===== src/rtl/fetch_pkg.sv =====
// fetch_pkg: shared types and defaults for the instruction fetch unit.
//   fetch_state_t   : fetch FSM state encoding
//   XLEN_DEF        : default datapath/address width
//   RESET_PC_DEF    : default fetch address after reset
//   TIMEOUT_CYC_DEF : default watchdog limit (cycles spent in REQ or WAIT)
//   PC_INC          : sequential fetch stride in bytes
package fetch_pkg;

  localparam int unsigned XLEN_DEF        = 32;
  localparam logic [31:0] RESET_PC_DEF    = 32'h0000_0000;
  localparam int unsigned TIMEOUT_CYC_DEF = 16;
  localparam int unsigned PC_INC          = 4;

  typedef enum logic [1:0] {
    IDLE = 2'd0,
    REQ  = 2'd1,
    WAIT = 2'd2,
    DONE = 2'd3
  } fetch_state_t;

endpackage


===== src/rtl/instr_fetch_unit_if.sv =====
// instr_fetch_unit_if: instruction-memory request/response channels.
//   imem_req_valid : request valid (fetch unit -> memory)
//   imem_req_ready : request accepted (memory -> fetch unit)
//   imem_req_addr  : request address, XLEN bits
//   imem_rsp_valid : response valid, always accepted by the fetch unit
//   imem_rsp_data  : response data, XLEN bits
// master = fetch unit side, slave = memory side.
interface instr_fetch_unit_if #(
  parameter int unsigned XLEN = fetch_pkg::XLEN_DEF
) ();

  logic            imem_req_valid;
  logic            imem_req_ready;
  logic [XLEN-1:0] imem_req_addr;
  logic            imem_rsp_valid;
  logic [XLEN-1:0] imem_rsp_data;

  modport master (
    output imem_req_valid,
    output imem_req_addr,
    input  imem_req_ready,
    input  imem_rsp_valid,
    input  imem_rsp_data
  );

  modport slave (
    input  imem_req_valid,
    input  imem_req_addr,
    output imem_req_ready,
    output imem_rsp_valid,
    output imem_rsp_data
  );

endinterface


===== src/rtl/fetch_timeout.sv =====
// fetch_timeout: watchdog for the fetch FSM (only built with FETCH_TIMEOUT_EN).
//   clk     : clock
//   reset   : synchronous active-low reset
//   state   : current fetch FSM state
//   expired : high in the TIMEOUT_CYC-th consecutive cycle of the same
//             REQ or WAIT state, so the FSM leaves on that edge
// Down-counter reloaded whenever the FSM changes state.
module fetch_timeout
  import fetch_pkg::*;
#(
  parameter int unsigned TIMEOUT_CYC = TIMEOUT_CYC_DEF
) (
  input  logic         clk,
  input  logic         reset,
  input  fetch_state_t state,
  output logic         expired
);

  localparam int unsigned CW = $clog2(TIMEOUT_CYC + 1);

  fetch_state_t  prev_state;
  logic [CW-1:0] remaining;
  logic          run;
  logic          entry;

  assign run   = (state == REQ) || (state == WAIT);
  assign entry = (state != prev_state);

  // On the entry cycle the counter still holds a stale value, so the
  // one-cycle limit is decided from the parameter directly.
  assign expired = run && (entry ? (TIMEOUT_CYC == 1) : (remaining == CW'(1)));

  always_ff @(posedge clk) begin
    if (!reset) begin
      prev_state <= IDLE;
      remaining  <= '0;
    end else begin
      prev_state <= state;
      if (entry) begin
        remaining <= CW'(TIMEOUT_CYC - 1);
      end else if (run && (remaining != '0)) begin
        remaining <= remaining - CW'(1);
      end
    end
  end

endmodule


===== src/rtl/instr_fetch_unit.sv =====
// instr_fetch_unit: single-outstanding instruction fetch sequencer.
//   clk           : clock, all logic on posedge
//   reset         : synchronous active-low reset
//   en_fetch      : one-cycle fetch request
//   branch        : redirect strobe, highest priority
//   branch_target : redirect address (bits [1:0] dropped)
//   imem          : instruction-memory request/response (master modport)
//   instr         : last accepted instruction
//   pc            : current fetch address
//   fetch_done    : one-cycle completion pulse
//   busy          : fetch in progress (REQ, WAIT, DONE)
//   fetch_fault   : sticky watchdog flag, cleared by reset or branch
// Build option: define FETCH_TIMEOUT_EN to include the fetch_timeout
// watchdog; otherwise REQ/WAIT wait indefinitely and fetch_fault is 0.
//
// state | meaning
// IDLE  | waiting for en_fetch (or a latched pending fetch)
// REQ   | request presented at pc, waiting for ready
// WAIT  | request accepted, waiting for response
// DONE  | instr valid, fetch_done high, pc advances on exit
module instr_fetch_unit
  import fetch_pkg::*;
#(
  parameter int unsigned     XLEN        = XLEN_DEF,
  parameter logic [XLEN-1:0] RESET_PC    = XLEN'(RESET_PC_DEF),
  parameter int unsigned     TIMEOUT_CYC = TIMEOUT_CYC_DEF
) (
  input  logic                clk,
  input  logic                reset,
  input  logic                en_fetch,
  input  logic                branch,
  input  logic [XLEN-1:0]     branch_target,
  instr_fetch_unit_if.master  imem,
  output logic [XLEN-1:0]     instr,
  output logic [XLEN-1:0]     pc,
  output logic                fetch_done,
  output logic                busy,
  output logic                fetch_fault
);

  fetch_state_t state;
  logic         discard;
  logic         pending;
  logic         timeout_hit;
  logic         rsp_valid;

  assign rsp_valid = imem.imem_rsp_valid;

`ifdef FETCH_TIMEOUT_EN
  fetch_timeout #(
    .TIMEOUT_CYC (TIMEOUT_CYC)
  ) u_fetch_timeout (
    .clk     (clk),
    .reset   (reset),
    .state   (state),
    .expired (timeout_hit)
  );
`else
  logic unused_timeout_cyc;
  assign unused_timeout_cyc = ^TIMEOUT_CYC;
  assign timeout_hit        = 1'b0;
`endif

  always_ff @(posedge clk) begin
    if (!reset) begin
      state       <= IDLE;
      pc          <= RESET_PC;
      instr       <= '0;
      discard     <= 1'b0;
      pending     <= 1'b0;
      fetch_fault <= 1'b0;
    end else if (branch) begin
      state       <= IDLE;
      pc          <= branch_target & ~XLEN'(3);
      pending     <= 1'b0;
      fetch_fault <= 1'b0;
      // A request already accepted by memory will still answer; remember
      // to swallow it. A response arriving right now is simply dropped.
      if (state == WAIT) begin
        discard <= !rsp_valid;
      end else if (rsp_valid) begin
        discard <= 1'b0;
      end
    end else begin
      if (discard && rsp_valid) begin
        discard <= 1'b0;
      end
      case (state)
        IDLE: begin
          if (!discard && (en_fetch || pending)) begin
            state   <= REQ;
            pending <= 1'b0;
          end else if (discard && en_fetch) begin
            pending <= 1'b1;
          end
        end
        REQ: begin
          if (imem.imem_req_ready) begin
            state <= WAIT;
          end else if (timeout_hit) begin
            state       <= IDLE;
            fetch_fault <= 1'b1;
          end
        end
        WAIT: begin
          if (rsp_valid) begin
            instr <= imem.imem_rsp_data;
            state <= DONE;
          end else if (timeout_hit) begin
            state       <= IDLE;
            fetch_fault <= 1'b1;
            discard     <= 1'b1;
          end
        end
        DONE: begin
          pc    <= pc + XLEN'(PC_INC);
          state <= IDLE;
        end
        default: state <= IDLE;
      endcase
    end
  end

  // Pure decodes of the state register; no input reaches these outputs.
  assign busy                = (state != IDLE);
  assign fetch_done          = (state == DONE);
  assign imem.imem_req_valid = (state == REQ);
  assign imem.imem_req_addr  = pc;

endmodule


===== src/flat_wrapper.sv =====
// flat-port wrapper written by rule: the top's interface ports become plain ports
module instr_fetch_unit_flat import fetch_pkg::*;
#(
  parameter int unsigned     XLEN        = XLEN_DEF,
  parameter logic [XLEN-1:0] RESET_PC    = XLEN'(RESET_PC_DEF),
  parameter int unsigned     TIMEOUT_CYC = TIMEOUT_CYC_DEF
)
  (clk, reset, en_fetch, branch, branch_target, instr, pc, fetch_done, busy, fetch_fault, imem_imem_req_valid, imem_imem_req_addr, imem_imem_req_ready, imem_imem_rsp_valid, imem_imem_rsp_data);
  instr_fetch_unit_if #(.XLEN(XLEN)) imem_i ();
  input  logic clk;
  input  logic reset;
  input  logic en_fetch;
  input  logic branch;
  input  logic [XLEN-1:0] branch_target;
  output logic [XLEN-1:0] instr;
  output logic [XLEN-1:0] pc;
  output logic fetch_done;
  output logic busy;
  output logic fetch_fault;
  output wire logic [$bits(imem_i.imem_req_valid)-1:0] imem_imem_req_valid;
  output wire logic [$bits(imem_i.imem_req_addr)-1:0] imem_imem_req_addr;
  input wire logic [$bits(imem_i.imem_req_ready)-1:0] imem_imem_req_ready;
  input wire logic [$bits(imem_i.imem_rsp_valid)-1:0] imem_imem_rsp_valid;
  input wire logic [$bits(imem_i.imem_rsp_data)-1:0] imem_imem_rsp_data;
  assign imem_imem_req_valid = imem_i.imem_req_valid;
  assign imem_imem_req_addr = imem_i.imem_req_addr;
  assign imem_i.imem_req_ready = imem_imem_req_ready;
  assign imem_i.imem_rsp_valid = imem_imem_rsp_valid;
  assign imem_i.imem_rsp_data = imem_imem_rsp_data;
  instr_fetch_unit #(.XLEN(XLEN), .RESET_PC(RESET_PC), .TIMEOUT_CYC(TIMEOUT_CYC)) u_core (.clk(clk), .reset(reset), .en_fetch(en_fetch), .branch(branch), .branch_target(branch_target), .imem(imem_i), .instr(instr), .pc(pc), .fetch_done(fetch_done), .busy(busy), .fetch_fault(fetch_fault));
endmodule

===== config.mk =====
export PLATFORM = sky130hd
export DESIGN_NAME = instr_fetch_unit_flat
export DESIGN_NICKNAME = d
export VERILOG_FILES = /design/src/rtl/fetch_pkg.sv /design/src/rtl/instr_fetch_unit_if.sv /design/src/rtl/fetch_timeout.sv /design/src/rtl/instr_fetch_unit.sv /design/src/flat_wrapper.sv
export SDC_FILE = /design/constraint.sdc
export NUM_CORES = 1
export LEC_CHECK = 0
export ABC_AREA = 1
export CORE_ASPECT_RATIO = 1.5
export CORE_MARGIN = 2
export CORE_UTILIZATION = 38
export DETAILED_ROUTE_END_ITERATION = 10
export HOLD_SLACK_MARGIN = 0.12
export PLACE_DENSITY = 0.77
export SYNTH_ARGS = -nofsm -noshare
export SYNTH_HDL_FRONTEND = slang
export SYNTH_HIERARCHICAL = 1
export SYNTH_SLANG_ARGS = --single-unit

===== constraint.sdc =====
create_clock -name clk -period 1.6 [get_ports clk]
set_clock_uncertainty 0.15 [all_clocks]
set_input_delay 0.24 -clock clk [delete_from_list [all_inputs] [get_ports clk]]
set_output_delay 0.24 -clock clk [all_outputs]
set_load 0.01 [all_outputs]

==> results.ini <==
[synthesis]
synth-main-ff-cell=dfxtp_1
syn_inst=528
synth_edf_count=0
synth_area_leaders=dfxtp_1, nor2_1, nand2_1, buf_4, o21ai_0
seq_area_frac_synth_pct=36.00
syn_area_um2=3670
synthAdderAreaFrac_pct=2.046
yosys_warnings=6
yosys.area.top_type_share_pct=36.00
synth-xor-area-share_pct=0.9547
yosysUniqueCellTypes=32
synth_seq_cells=66
synth_largest_area_cell=dfxtp_1
synth_top_family_by_area=simple AND/OR/NAND/NOR gates
syn_avg_cell_area_um2=6.950
synth_compound_area_share_pct=16.64
ys_async_sr_fraction_pct=0
yosys.area_share.simple_pct=31.16
synthMuxAreaShare_pct=0

[pwr]
peakVddDrop_mv=0.9512
p_per_area_nw_per_um2=759.3
internal-power_mw=3.490
power_leakage_nw=2.903
clkPwrFrac_pct=43.5
pwr-share-seq_pct=38.8
p_sw_mw=1.117
p_sw_share_pct=24.25
p_comb_share_pct=17.7

[routing]
ant_nets=0
drt-initial-drc-count=217
dr.pass1.iters=5
wl_per_cell_um=15.18
detail_route.wirelength_mm=12.64
viasPerCell=5.079
vias=4231
drc=0

[floorplanning]
num_rows=43
io_pins=170
chipHeight_um=124.4
die-area_um2=10480
chipWidth_um=84.24
coreArea_um2=9308
start_util_pct=39.43

[clock_network]
cts_sinks=66
cts_buffers=9
tritoncts=yes
clockBufferDepth=2
cts-root-buf=clkbuf_16
htree_num_levels=3
cts.clk_slew.worst_paths_ps=50
worstSkewPairLatency_ps=320

[placed_design]
placed_area_um2=5575
gp_congestion=0.9615
port_buffers=162
dp.cells=810
hpwl_mm=9.241

[worst_setup_path]
worst-path-max-fanout=5
path_class=flop to flop
critical_path.endpoint_type=flop
worstSetupStartpointType=flop
critPathRequiredTime_ps=1710
worstPathArrival_ps=1750

[sta]
hold_violations=0
finalSetupViolations=3
maxSlewViolCount=0
rsz0062_at_grt=true
max_freq_ghz=0.6100
period_share_pct=102.5
layout_setup_ws_ps=-39.46
layout_min_cycle_time_ps=1639

[global_route]
track_usage_pct=22.16
antenna_found_initial=0
grt_overflow=0
grt_pass1_wl_mm=18.69
grt_max_degree=33
grt_pass1_vias=4097

[job]
max-cap-violations=0

[run_status]
status=finished with violations
violations=negative setup slack

[worst_hold_path]
min_path_type=flop to flop

[finish]
layout-drive-gt1-share_pct=21.36
layoutNonFillerInstCount=833
antennaDiodeCount=0
fin_area_um2=6067
layout.nets=793
area_growth_pct=65.33
fillers=830

==> cell usage in the layout (no fill, tap or decap), types with 7 or more instances in the layout <==
cell             count
buf_4               58
o21ai_1              8
o21ai_0             33
a22oi_1             21
nor2_4              10
dfxtp_2             16
dlygate4sd2_1       82
nand3_1             34
a21oi_1             23
nor2_1              94
clkdlybuf4s50_1     67
inv_2                7
a21oi_2              9
dlymetal6s2s_1      11
clkbuf_16           12
nand2_1             88
dfxtp_1             45
nor2_2               8
inv_1               28
==> flip-flops by register name, summed over array words and instances (netlist names) <==
register                   cells
u_core/state                   2
u_core/imem.imem_req_addr     30
u_core/discard                 1
u_core/pending                 1
u_core/instr                  32
==> stage by stage <==
stage | setup slack [ps] | total power, mW | TNS (ps) | utilization [%] | hold WS (ps)
detailed placement | -153.5 | 2.659 | -4874 | 59.90 | 322.6
floorplan | 7.905 | 2.172 | 0 | - | 169.3
finish | -39.46 | 4.607 | -68.64 | 65.18 | 324.3
CTS | 1.058 | 4.601 | 0 | 62.36 | 326.4
global route | -91.32 | 4.796 | -816.3 | 65.18 | 350.2
global placement | -118.2 | 2.637 | -4045 | 59.90 | 310.4
==> layout make-up <==
type	instances	area, um^2	share of cell area (%)
Clock buffer	13	270.3	4.455
Clock inverter	2	35.03	0.5774
Inverter	36	135.1	2.227
Multi-Input combinational cell	376	1988	32.77
Sequential cell	66	1360	22.42
Tap cell	112	140.1	2.310
Timing Repair Buffer	228	2138	35.24
==> path summary, 6_finish.rpt <==
| kind | startpoint | to | slack (ps) | cells after the start |
|---|---|---|---|---|
| worst min-delay path | u_core/instr[27] | u_core/instr[27] | 320 | 2 |
| worst max register to register | u_core/imem.imem_req_addr[2] | u_core/imem.imem_req_addr[26] | -40 | 9 |
| worst max-delay path | u_core/imem.imem_req_addr[2] | u_core/imem.imem_req_addr[26] | -40 | 9 |
| worst min register to register | u_core/instr[27] | u_core/instr[27] | 320 | 2 |
==> worst max-delay path, cell delays in order, from the launching register on <==
cell	delay, ps
dfxtp_4	380
ha_4	160
nand2_4	50
nor2_4	180
nand2_4	110
nor2_4	200
nand2_1	70
nand2_1	80
nand3_2	70
a21oi_2	130
==> cells in the mapped netlist (2+ instances only) <==
library cell	n
nor2_1	98
nand2_1	90
dfxtp_1	66
o21ai_0	41
nand3_1	37
buf_4	35
a21oi_1	29
inv_1	29
a22oi_1	21
clkbuf_1	10
buf_2	9
nor2_2	7
nor2_4	7
ha_1	6
inv_2	6
o21bai_1	5
nand2_2	4
xor2_1	4
a21oi_2	3
a31oi_1	3
nand4_1	3
and2_1	2
nand2_4	2
o22ai_1	2
or2_2	2
==> layer usage <==
layer | up-vias | part of all wire, % | global-route usage (%)
met5 | - | 0 | 0
met4 | 0 | 4.6 | 12.05
met3 | 39 | 8.3 | 7.555
met2 | 212 | 52 | 40.52
met1 | 1918 | 35 | 21.23
li1 | 2062 | - | -
==> kinds of logic after synthesis <==
logic type / after synthesis
and+or+nand+nor: 256
AOI/OAI and AO/OA: 105
buffers and inverters: 90
DFF: 66
adders and majority gates: 6
xor gates and xnor gates: 4
other: 1
==> timing repair <==
action | CTS | global route
cloned | 0 | 3
resized for setup | 113 | 48
pin swaps | 2 | 18
setup buffers | 0 | 5
hold endpoints to repair | 0 | 0
endpoints found under the setup margin | 90 | 66
hold buffers | 0 | 0
==> power groups by stage <==
stage,logic [mW],registers (mW),clock network (mW)
final,0.817,1.79,2.00
after floorplan,0.322,1.85,0
after detailed placement,0.845,1.81,0
after global routing,0.887,1.80,2.11
after CTS,0.776,1.78,2.04
after global placement,0.825,1.81,0
Note: power is estimated with default switching activity, not from simulation.
